**src/rtl/pipe_stage_buf_pkg.sv**
```systemverilog
// Shared definitions for the two-entry pipeline stage buffer: default widths,
// the bubble instruction and the packed shape of one held stage entry.
package pipe_stage_buf_pkg;

    localparam int PSB_DATA_W = 16;
    localparam int PSB_PC_W   = 16;

    // Instruction presented downstream whenever no entry is valid.
    localparam logic [PSB_DATA_W-1:0] PSB_NOP_INSTR = 16'h0000;

    // One held stage entry at the default widths.
    typedef struct packed {
        logic                  valid;
        logic [PSB_DATA_W-1:0] instr;
        logic [PSB_PC_W-1:0]   pc;
        logic [PSB_PC_W-1:0]   next_pc;
    } stage_entry_t;

    // Number of held entries from the two valid bits.
    function automatic logic [1:0] occ_count(input logic a, input logic b);
        return {1'b0, a} + {1'b0, b};
    endfunction

endpackage

```
**src/rtl/pipe_entry_reg.sv**
```systemverilog
// One stage-entry register: valid bit plus instruction and PC fields.
// Reset and clear both zero the whole entry so no stale data survives;
// clear wins over load so a kill always empties the slot.
module pipe_entry_reg
    import pipe_stage_buf_pkg::*;
#(
    parameter int DATA_W = PSB_DATA_W,
    parameter int PC_W   = PSB_PC_W
) (
    input  logic              clk,
    input  logic              rst,
    input  logic              i_load,
    input  logic              i_clear,
    input  logic [DATA_W-1:0] i_instr,
    input  logic [PC_W-1:0]   i_pc,
    input  logic [PC_W-1:0]   i_next_pc,
    output logic              o_valid,
    output logic [DATA_W-1:0] o_instr,
    output logic [PC_W-1:0]   o_pc,
    output logic [PC_W-1:0]   o_next_pc
);

    logic              r_valid;
    logic [DATA_W-1:0] r_instr;
    logic [PC_W-1:0]   r_pc;
    logic [PC_W-1:0]   r_next_pc;

    // Entry state: reset > clear > load > hold.
    always_ff @(posedge clk) begin
        if (rst || i_clear) begin
            r_valid   <= 1'b0;
            r_instr   <= '0;
            r_pc      <= '0;
            r_next_pc <= '0;
        end else if (i_load) begin
            r_valid   <= 1'b1;
            r_instr   <= i_instr;
            r_pc      <= i_pc;
            r_next_pc <= i_next_pc;
        end
    end

    assign o_valid   = r_valid;
    assign o_instr   = r_instr;
    assign o_pc      = r_pc;
    assign o_next_pc = r_next_pc;

endmodule

```
**src/rtl/pipe_stage_buf.sv**
```systemverilog
// Two-entry pipeline stage buffer (main + skid). Main drives the outputs;
// skid catches the one entry that can arrive while main is stalled. in_ready
// is a flop, so upstream never sees a combinational path from out_ready.
module pipe_stage_buf
    import pipe_stage_buf_pkg::*;
#(
    parameter int                DATA_W    = PSB_DATA_W,
    parameter int                PC_W      = PSB_PC_W,
    parameter logic [DATA_W-1:0] NOP_INSTR = DATA_W'(PSB_NOP_INSTR)
) (
    input  logic              clk,
    input  logic              rst,
    input  logic              flush,
    input  logic              in_valid,
    output logic              in_ready,
    input  logic [DATA_W-1:0] in_instr,
    input  logic [PC_W-1:0]   in_pc,
    input  logic [PC_W-1:0]   in_next_pc,
    output logic              out_valid,
    input  logic              out_ready,
    output logic [DATA_W-1:0] out_instr,
    output logic [PC_W-1:0]   out_pc,
    output logic [PC_W-1:0]   out_next_pc,
    output logic [1:0]        occ
);

    // Slot 0 is main, slot 1 is skid.
    localparam int MAIN = 0;
    localparam int SKID = 1;

    logic              w_load     [2];
    logic              w_clear    [2];
    logic [DATA_W-1:0] w_d_instr  [2];
    logic [PC_W-1:0]   w_d_pc     [2];
    logic [PC_W-1:0]   w_d_npc    [2];
    logic              w_q_valid  [2];
    logic [DATA_W-1:0] w_q_instr  [2];
    logic [PC_W-1:0]   w_q_pc     [2];
    logic [PC_W-1:0]   w_q_npc    [2];

    logic       r_in_ready;
    logic [1:0] r_occ;

    logic w_in_xfer;
    logic w_main_leave;
    logic w_main_from_skid;
    logic w_main_from_in;
    logic w_skid_from_in;
    logic w_main_valid_next;
    logic w_skid_valid_next;

    assign w_in_xfer    = in_valid & r_in_ready;
    assign w_main_leave = w_q_valid[MAIN] & out_ready;

    // Main refills from skid first (oldest entry), else from the input when
    // it is empty or being vacated with nothing waiting behind it.
    assign w_main_from_skid = w_main_leave & w_q_valid[SKID];
    assign w_main_from_in   = w_in_xfer &
                              (~w_q_valid[MAIN] | (w_main_leave & ~w_q_valid[SKID]));
    // Input goes to skid whenever main stays (or is refilled from skid).
    assign w_skid_from_in   = w_in_xfer & w_q_valid[MAIN] &
                              (~w_main_leave | w_q_valid[SKID]);

    assign w_main_valid_next = w_main_from_skid | w_main_from_in |
                               (w_q_valid[MAIN] & ~w_main_leave);
    assign w_skid_valid_next = w_skid_from_in | (w_q_valid[SKID] & ~w_main_leave);

    // Slot controls; a slot is cleared whenever it will hold nothing.
    assign w_load[MAIN]    = w_main_from_skid | w_main_from_in;
    assign w_clear[MAIN]   = flush | ~w_main_valid_next;
    assign w_d_instr[MAIN] = w_main_from_skid ? w_q_instr[SKID] : in_instr;
    assign w_d_pc[MAIN]    = w_main_from_skid ? w_q_pc[SKID]    : in_pc;
    assign w_d_npc[MAIN]   = w_main_from_skid ? w_q_npc[SKID]   : in_next_pc;

    assign w_load[SKID]    = w_skid_from_in;
    assign w_clear[SKID]   = flush | ~w_skid_valid_next;
    assign w_d_instr[SKID] = in_instr;
    assign w_d_pc[SKID]    = in_pc;
    assign w_d_npc[SKID]   = in_next_pc;

    generate
        for (genvar gi = 0; gi < 2; gi++) begin : g_entry
            pipe_entry_reg #(
                .DATA_W (DATA_W),
                .PC_W   (PC_W)
            ) u_entry (
                .clk       (clk),
                .rst       (rst),
                .i_load    (w_load[gi]),
                .i_clear   (w_clear[gi]),
                .i_instr   (w_d_instr[gi]),
                .i_pc      (w_d_pc[gi]),
                .i_next_pc (w_d_npc[gi]),
                .o_valid   (w_q_valid[gi]),
                .o_instr   (w_q_instr[gi]),
                .o_pc      (w_q_pc[gi]),
                .o_next_pc (w_q_npc[gi])
            );
        end
    endgenerate

    // Registered handshake and occupancy, tracking the slots' next state.
    always_ff @(posedge clk) begin
        if (rst || flush) begin
            r_in_ready <= 1'b1;
            r_occ      <= 2'd0;
        end else begin
            r_in_ready <= ~w_skid_valid_next;
            r_occ      <= occ_count(w_main_valid_next, w_skid_valid_next);
        end
    end

    assign in_ready    = r_in_ready;
    assign occ         = r_occ;
    assign out_valid   = w_q_valid[MAIN];
    assign out_instr   = w_q_valid[MAIN] ? w_q_instr[MAIN] : NOP_INSTR;
    assign out_pc      = w_q_valid[MAIN] ? w_q_pc[MAIN]    : '0;
    assign out_next_pc = w_q_valid[MAIN] ? w_q_npc[MAIN]   : '0;

endmodule

```
**config.mk**
```make
export PLATFORM = sky130hd
export DESIGN_NAME = pipe_stage_buf
export DESIGN_NICKNAME = d
export VERILOG_FILES = /design/src/rtl/pipe_stage_buf_pkg.sv /design/src/rtl/pipe_entry_reg.sv /design/src/rtl/pipe_stage_buf.sv
export SDC_FILE = /design/constraint.sdc
export NUM_CORES = 1
export LEC_CHECK = 0
export ABC_CLOCK_PERIOD_IN_PS = 2290
export BUFFER_PORTS_ARGS = -buffer_cell sky130_fd_sc_hd__buf_2
export CAP_MARGIN = 20
export CORE_MARGIN = 2
export CORE_UTILIZATION = 44
export CTS_CLUSTER_DIAMETER = 100
export DETAILED_ROUTE_END_ITERATION = 10
export PLACE_DENSITY = 0.66
export SLEW_MARGIN = 15
export SYNTH_ARGS = -nofsm -noshare
export SYNTH_HDL_FRONTEND = slang
export SYNTH_SLANG_ARGS = --single-unit
```
**constraint.sdc**
```tcl
create_clock -name clk -period 2.29 [get_ports clk]
set_clock_uncertainty 0.05 [all_clocks]
set_input_delay 0.229 -clock clk [delete_from_list [all_inputs] [get_ports clk]]
set_output_delay 0.229 -clock clk [all_outputs]
set_load 0.01 [all_outputs]
```
==> results.yml, run 1 <==
synth:
  yosys.area.top_type_share_pct: 39.3
  ys_ff_latch: 101
  synth.cell_area_um2: 5140
  syn_inst: 599
  synthTopCellsByArea: "dfxtp_1 39%, a21oi_1 9.3%, a221oi_1 8.2%"
  yosys.area_share.xor_xnor_pct: 0
  synth_top_family_by_area: "simple AND/OR/NAND/NOR gates"
  synthAdderAreaFrac_pct: 0.243
  synth-simple-area-share_pct: 26.4
  async_reset_ff_share_pct: 0
  synth-main-ff-cell: "dfxtp_1"
  synth.distinct_cells: 28
  yosysWarningCount: 0
  synth_top_area_cell: "dfxtp_1"
  synth_seq_area_share_pct: 39.3
  syn_nets: 653
  synth_mux_area_share_pct: 0
  syn_area_per_cell_um2: 8.59
  synth_edf_count: 0
  synth_compound_area_share_pct: 25.2
timing:
  fin_ws_ns: 0.251
  finalSetupViolations: 0
  worstMarginPinSlew_ns: 1.02
  clock.fmax_mhz: 490
  period_needed_ns: 2.04
  hold_viol: 0
  rsz0062_at_grt: "no"
  setup-tns-final_ns: 0
  finalCritPeriodShare_pct: 89.0
  slew_violations: 0
  slew_headroom_pct: 32.2
detailed_routing:
  avgRoutedWirePerCell_um: 19.9
  vias_per_cell: 6.53
  drt_pass1_iterations: 5
  ant_nets: 0
  drc: 0
  drtIter0Drc: 419
  wirelength_um: 15800
  num_vias: 5203
critical_path:
  cp-start-kind: "register"
  critPathCaptureType: "register"
  critPathRequiredTime_ns: 2.49
  worstPathMaxFanout: 36
  crit_path_start: "g_entry[1].u_entry.o_valid"
  arrival_ns: 2.24
  r2r_start: "g_entry[1].u_entry.o_valid"
  crit_type: "register to register"
layout:
  num_antenna_cells: 0
  area_growth_pct: 16.1
  nNetsFinal: 703
  final_util_pct: 52.3
  fill_cells: 1129
  finalNonFillerCells: 797
  layout-drive-gt1-share_pct: 24.3
global_routing:
  grtUsageTotal_pct: 24.9
  grt_pass1_vias: 4897
  grt_max_degree: 50
  antenna_found_initial: 0
  grt_pass1_wl_um: 25900
  grt_overflow: 0
die:
  num_rows: 39
  die-area_um2: 12600
  initial_utilization_pct: 45.1
  core_area_um2: 11400
  ios: 105
  die_h_um: 112
  die_w_um: 112
job:
  maxCapViolCount: 0
clock_tree:
  path_clk_slew_ns: 0.07
  clockBufferDepth: 2
  clk_latency_ns: 0.35
  cts.repair.resized: 0
  cts_hold_buf: 0
  htreeDepth: 3
  cts_root_buf: "clkbuf_16"
  cts_buffers: 9
  cts.sinks: 101
  cts_tree: "yes"
  post-cts-setup-buffers: 0
worst_hold_path:
  hold_path.class: "primary input to register"
  min-delay-start: "in_pc[2]"
status:
  outcome: "complete, no violations"
power_and_ir_drop:
  power_density_nw_per_um2: 647
  vdd_drop_max_mv: 0.329
  power_leakage_nw: 2.17
placement:
  routabilityCongestion: 0.773
  dpl_worst_slack_ns: 0.251
  numPortBuffers: 104
  place_inst: 781
  dp_hpwl_um: 9330
worst max-delay path, stage by stage, from the launching register on:
cell	delay [ns]
dfxtp_1	0.31
nand2b_2	0.20
a21oi_4	0.80
inv_1	0.13
ha_1	0.30
and2_1	0.14
layer usage:
layer  share of wire [%]  up-vias  wire (um)  GRT usage, %
li1                    -     2420          -             -
met1                  42     2483       6730          33.9
met2                  47      277       7470          39.9
met3                 8.7       23       1380          4.48
met4                 1.7        0        266          8.46
met5                   0        -          0             0
final timing paths:
kind                                end  slack [ns]  depth (start not counted)
min          g_entry[1].u_entry.o_pc[2]        0.10                          3
max reg2reg                      occ[0]        0.25                          5
min reg2reg  g_entry[1].u_entry.o_pc[5]        0.42                          2
max                              occ[0]        0.25                          5
report_power, final:
part / switching [mW] / internal [mW]
combinational: 0.284 / 0.157
clock: 0.710 / 0.918
sequential: 0.0174 / 1.78
total: 1.01 / 2.86
cell usage in the layout, fill, tap and decap left out, drive strengths merged, types with 2 or more instances in the layout:
cell        n
nand2       2
and2       51
buf       129
nand4      48
nand2b      2
a21oi      97
clkinvlp    4
nor2        2
inv         3
clkbuf     10
and3        2
nor4       48
nand3b     48
dfxtp     101
o31ai      49
a221oi     48
Yosys cell counts, drive strengths merged (2+ instances only):
cell type / n
nand2: 2
nand4: 48
dfxtp: 101
clkbuf: 37
and3: 2
a21oi: 97
nand3b: 48
and2: 51
a221oi: 48
nand2b: 2
inv: 3
nor4: 48
buf: 53
nor2: 2
o31ai: 49
stage by stage:
stage	area (um^2)	power, mW	hold WS [ns]
5_1_grt	5980	4.01	0.105
6_report	5980	3.87	0.102
3_5_place_dp	5660	2.27	0.411
4_1_cts	5980	3.88	0.0903
3_3_place_gp	5660	2.27	0.405
2_1_floorplan	5140	2.13	0.329
cell type report:
type | count | area (um^2) | share of cell area [%]
Sequential cell | 101 | 2030 | 33.9
Clock buffer | 10 | 250 | 4.19
Multi-Input combinational cell | 405 | 2710 | 45.3
Tap cell | 143 | 179 | 2.99
Clock inverter | 6 | 68.8 | 1.15
Inverter | 3 | 11.3 | 0.188
Timing Repair Buffer | 129 | 733 | 12.3
state kept, by name (all words and copies together) (netlist names):
signal / cells
g_entry.u_entry.o_pc: 32
occ: 2
in_ready: 1
g_entry.u_entry.o_valid: 2
g_entry.u_entry.o_instr: 32
g_entry.u_entry.o_next_pc: 32
kinds of logic after synthesis:
logic type | count (synthesis)
AO/OA/AOI/OAI | 196
adder cells (fa/ha/maj) | 1
buffers and inverters | 93
flip-flops | 101
AND/OR/NAND/NOR | 208
Power figures use the tool's default switching activity.
==> run 2: changes to the inputs <==
Settings changed: CAP_MARGIN 20 to 25, RECOVER_POWER set to 50.
==> run 2 against run 1 <==
Against the previous run:
- cell area fell by 0.52%
- via count shrank 0.58%
- critical path depth is the same
- non-clock buffer count is the same
- highest routed layer unchanged
- flip-flop and latch count did not move
- first-iteration DRC count rose by 4.3%
- setup slack got worse by 0.0026 ns
==> results.yml, run 2 (synthesized netlist as in run 1, its figures left out) <==
detailed_routing:
  vias_per_cell: 6.49
  num_vias: 5173
  drt_pass1_iterations: 5
  drtIter0Drc: 437
  ant_nets: 0
  wirelength_um: 15900
  drc: 0
  avgRoutedWirePerCell_um: 19.9
global_routing:
  grt_pass1_wl_um: 25900
  antenna_found_initial: 0
  grt_overflow: 0
  grt_max_degree: 50
  grtUsageTotal_pct: 24.9
  grt_pass1_vias: 4897
power_and_ir_drop:
  p_comb_share_pct: 11.3
  vdd_drop_max_mv: 0.331
  power_density_nw_per_um2: 650
  p_clk_share_pct: 42.1
  switchingPower_mw: 1.01
  netSwitchingFraction_pct: 26.2
  p_int_mw: 2.85
  power_leakage_nw: 2.07
  seqPwrFrac_pct: 46.5
timing:
  period_needed_ns: 2.04
  setup-tns-final_ns: 0
  finalSetupViolations: 0
  fin_hold_ws_ns: 0.0946
  worstMarginPinSlew_ns: 1.02
  slew_headroom_pct: 31.7
  finalCritPeriodShare_pct: 89.1
  rsz0062_at_grt: "no"
  clock.fmax_mhz: 490
  hold_viol: 0
  slew_violations: 0
  fin_ws_ns: 0.249
critical_path:
  r2r-end: "occ[0]"
  arrival_ns: 2.24
  worst-path-stages: 5
  cp-endpoint: "occ[0]"
  r2r_slack_ns: 0.25
  crit_path_start: "g_entry[1].u_entry.o_valid"
  slowest_stage: "a21oi_4"
  r2r_start: "g_entry[1].u_entry.o_valid"
  crit_type: "register to register"
  cpLargestDelayFamily: "compound AO/OA/AOI/OAI gates"
  slowest_delay_ns: 0.81
  critPathCaptureType: "register"
  cp-start-kind: "register"
  critPathRequiredTime_ns: 2.49
  rr_worst_depth: 5
  worstPathMaxFanout: 36
  cp.buffers_inverters: 1
  path_cells: "nand2b_2 > a21oi_4 > inv_1 > ha_1 > and2_1"
clock_tree:
  cts_tree: "yes"
  cts.sinks: 101
  post-cts-setup-buffers: 0
  clk_latency_ns: 0.35
  path_clk_slew_ns: 0.07
  clockBufferDepth: 2
  cts.repair.resized: 0
  htreeDepth: 3
  cts_hold_buf: 0
  cts_buffers: 9
  cts_root_buf: "clkbuf_16"
job:
  maxCapViolCount: 0
placement:
  numPortBuffers: 104
  dpl_worst_slack_ns: 0.251
  dp_hpwl_um: 9330
  routabilityCongestion: 0.773
die:
  die-area_um2: 12600
  initial_utilization_pct: 45.1
  die_h_um: 112
  core_area_um2: 11400
  die_w_um: 112
  ios: 105
  num_rows: 39
layout:
  fill_cells: 1136
  nNetsFinal: 703
  register_area_um2: 2030
  final_common_cell: "dfxtp_1"
  layout-drive-gt1-share_pct: 21.1
  area_growth_pct: 15.5
  multiInputGateArea_um2: 2710
  num_antenna_cells: 0
  layout_common_cells: "99 x dfxtp_1, 96 x a21oi_1, 83 x buf_2"
  final_util_pct: 52.1
status:
  outcome: "complete, no violations"
worst_hold_path:
  hold_path.class: "primary input to register"
[run 2: final cells by class]
cell class                      count  area share (%)
Inverter                            3           0.189
Tap cell                          143            3.01
Clock buffer                       10            4.21
Multi-Input combinational cell    405            45.5
Sequential cell                   101            34.1
Timing Repair Buffer              129            11.8
Clock inverter                      6            1.16
[run 2: metrics by stage]
| stage | total power, mW | std cells | area (um^2) |
|---|---|---|---|
| 4_1_cts | 3.88 | 797 | 5980 |
| 5_1_grt | 4.01 | 797 | 5940 |
| 2_1_floorplan | 2.13 | 599 | 5140 |
| 6_report | 3.87 | 797 | 5940 |
| 3_5_place_dp | 2.27 | 781 | 5660 |
| 3_3_place_gp | 2.27 | 781 | 5660 |
[run 2: routing by layer]
| layer | share of wire, % | global-route usage, % | up-vias |
|---|---|---|---|
| li1 | - | - | 2420 |
| met1 | 43 | 33.9 | 2476 |
| met2 | 47 | 39.9 | 251 |
| met3 | 8.1 | 4.48 | 26 |
| met4 | 1.8 | 8.46 | 0 |
| met5 | 0 | 0 | - |
[run 2: power groups by stage]
stage	sequential, mW	clock [mW]	combinational [mW]
after floorplan	1.83	0	0.294
after CTS	1.80	1.65	0.435
after detailed placement	1.84	0	0.434
final	1.80	1.63	0.439
after global placement	1.84	0	0.427
after global routing	1.80	1.73	0.478
[run 2: worst min path at each step]
stage / start / endpoint / slack, ns / cells after the start
finish: in_next_pc[9] / g_entry[1].u_entry.o_next_pc[9] / 0.09 / 3
global route: in_pc[3] / g_entry[1].u_entry.o_pc[3] / 0.11 / 3
CTS: in_next_pc[9] / g_entry[1].u_entry.o_next_pc[9] / 0.09 / 3
detailed placement: g_entry[1].u_entry.o_pc[2] / g_entry[1].u_entry.o_pc[2] / 0.41 / 2
global placement: g_entry[1].u_entry.o_pc[1] / g_entry[1].u_entry.o_pc[1] / 0.41 / 2
floorplan: in_next_pc[10] / g_entry[1].u_entry.o_next_pc[10] / 0.33 / 2
[run 2: worst min-delay path: cells and delay by family]
| family | cells | cell delay, ns |
|---|---|---|
| compound gates | 1 | 0.05 |
| buf+inv | 1 | 0.11 |
| simple gates | 1 | 0.06 |
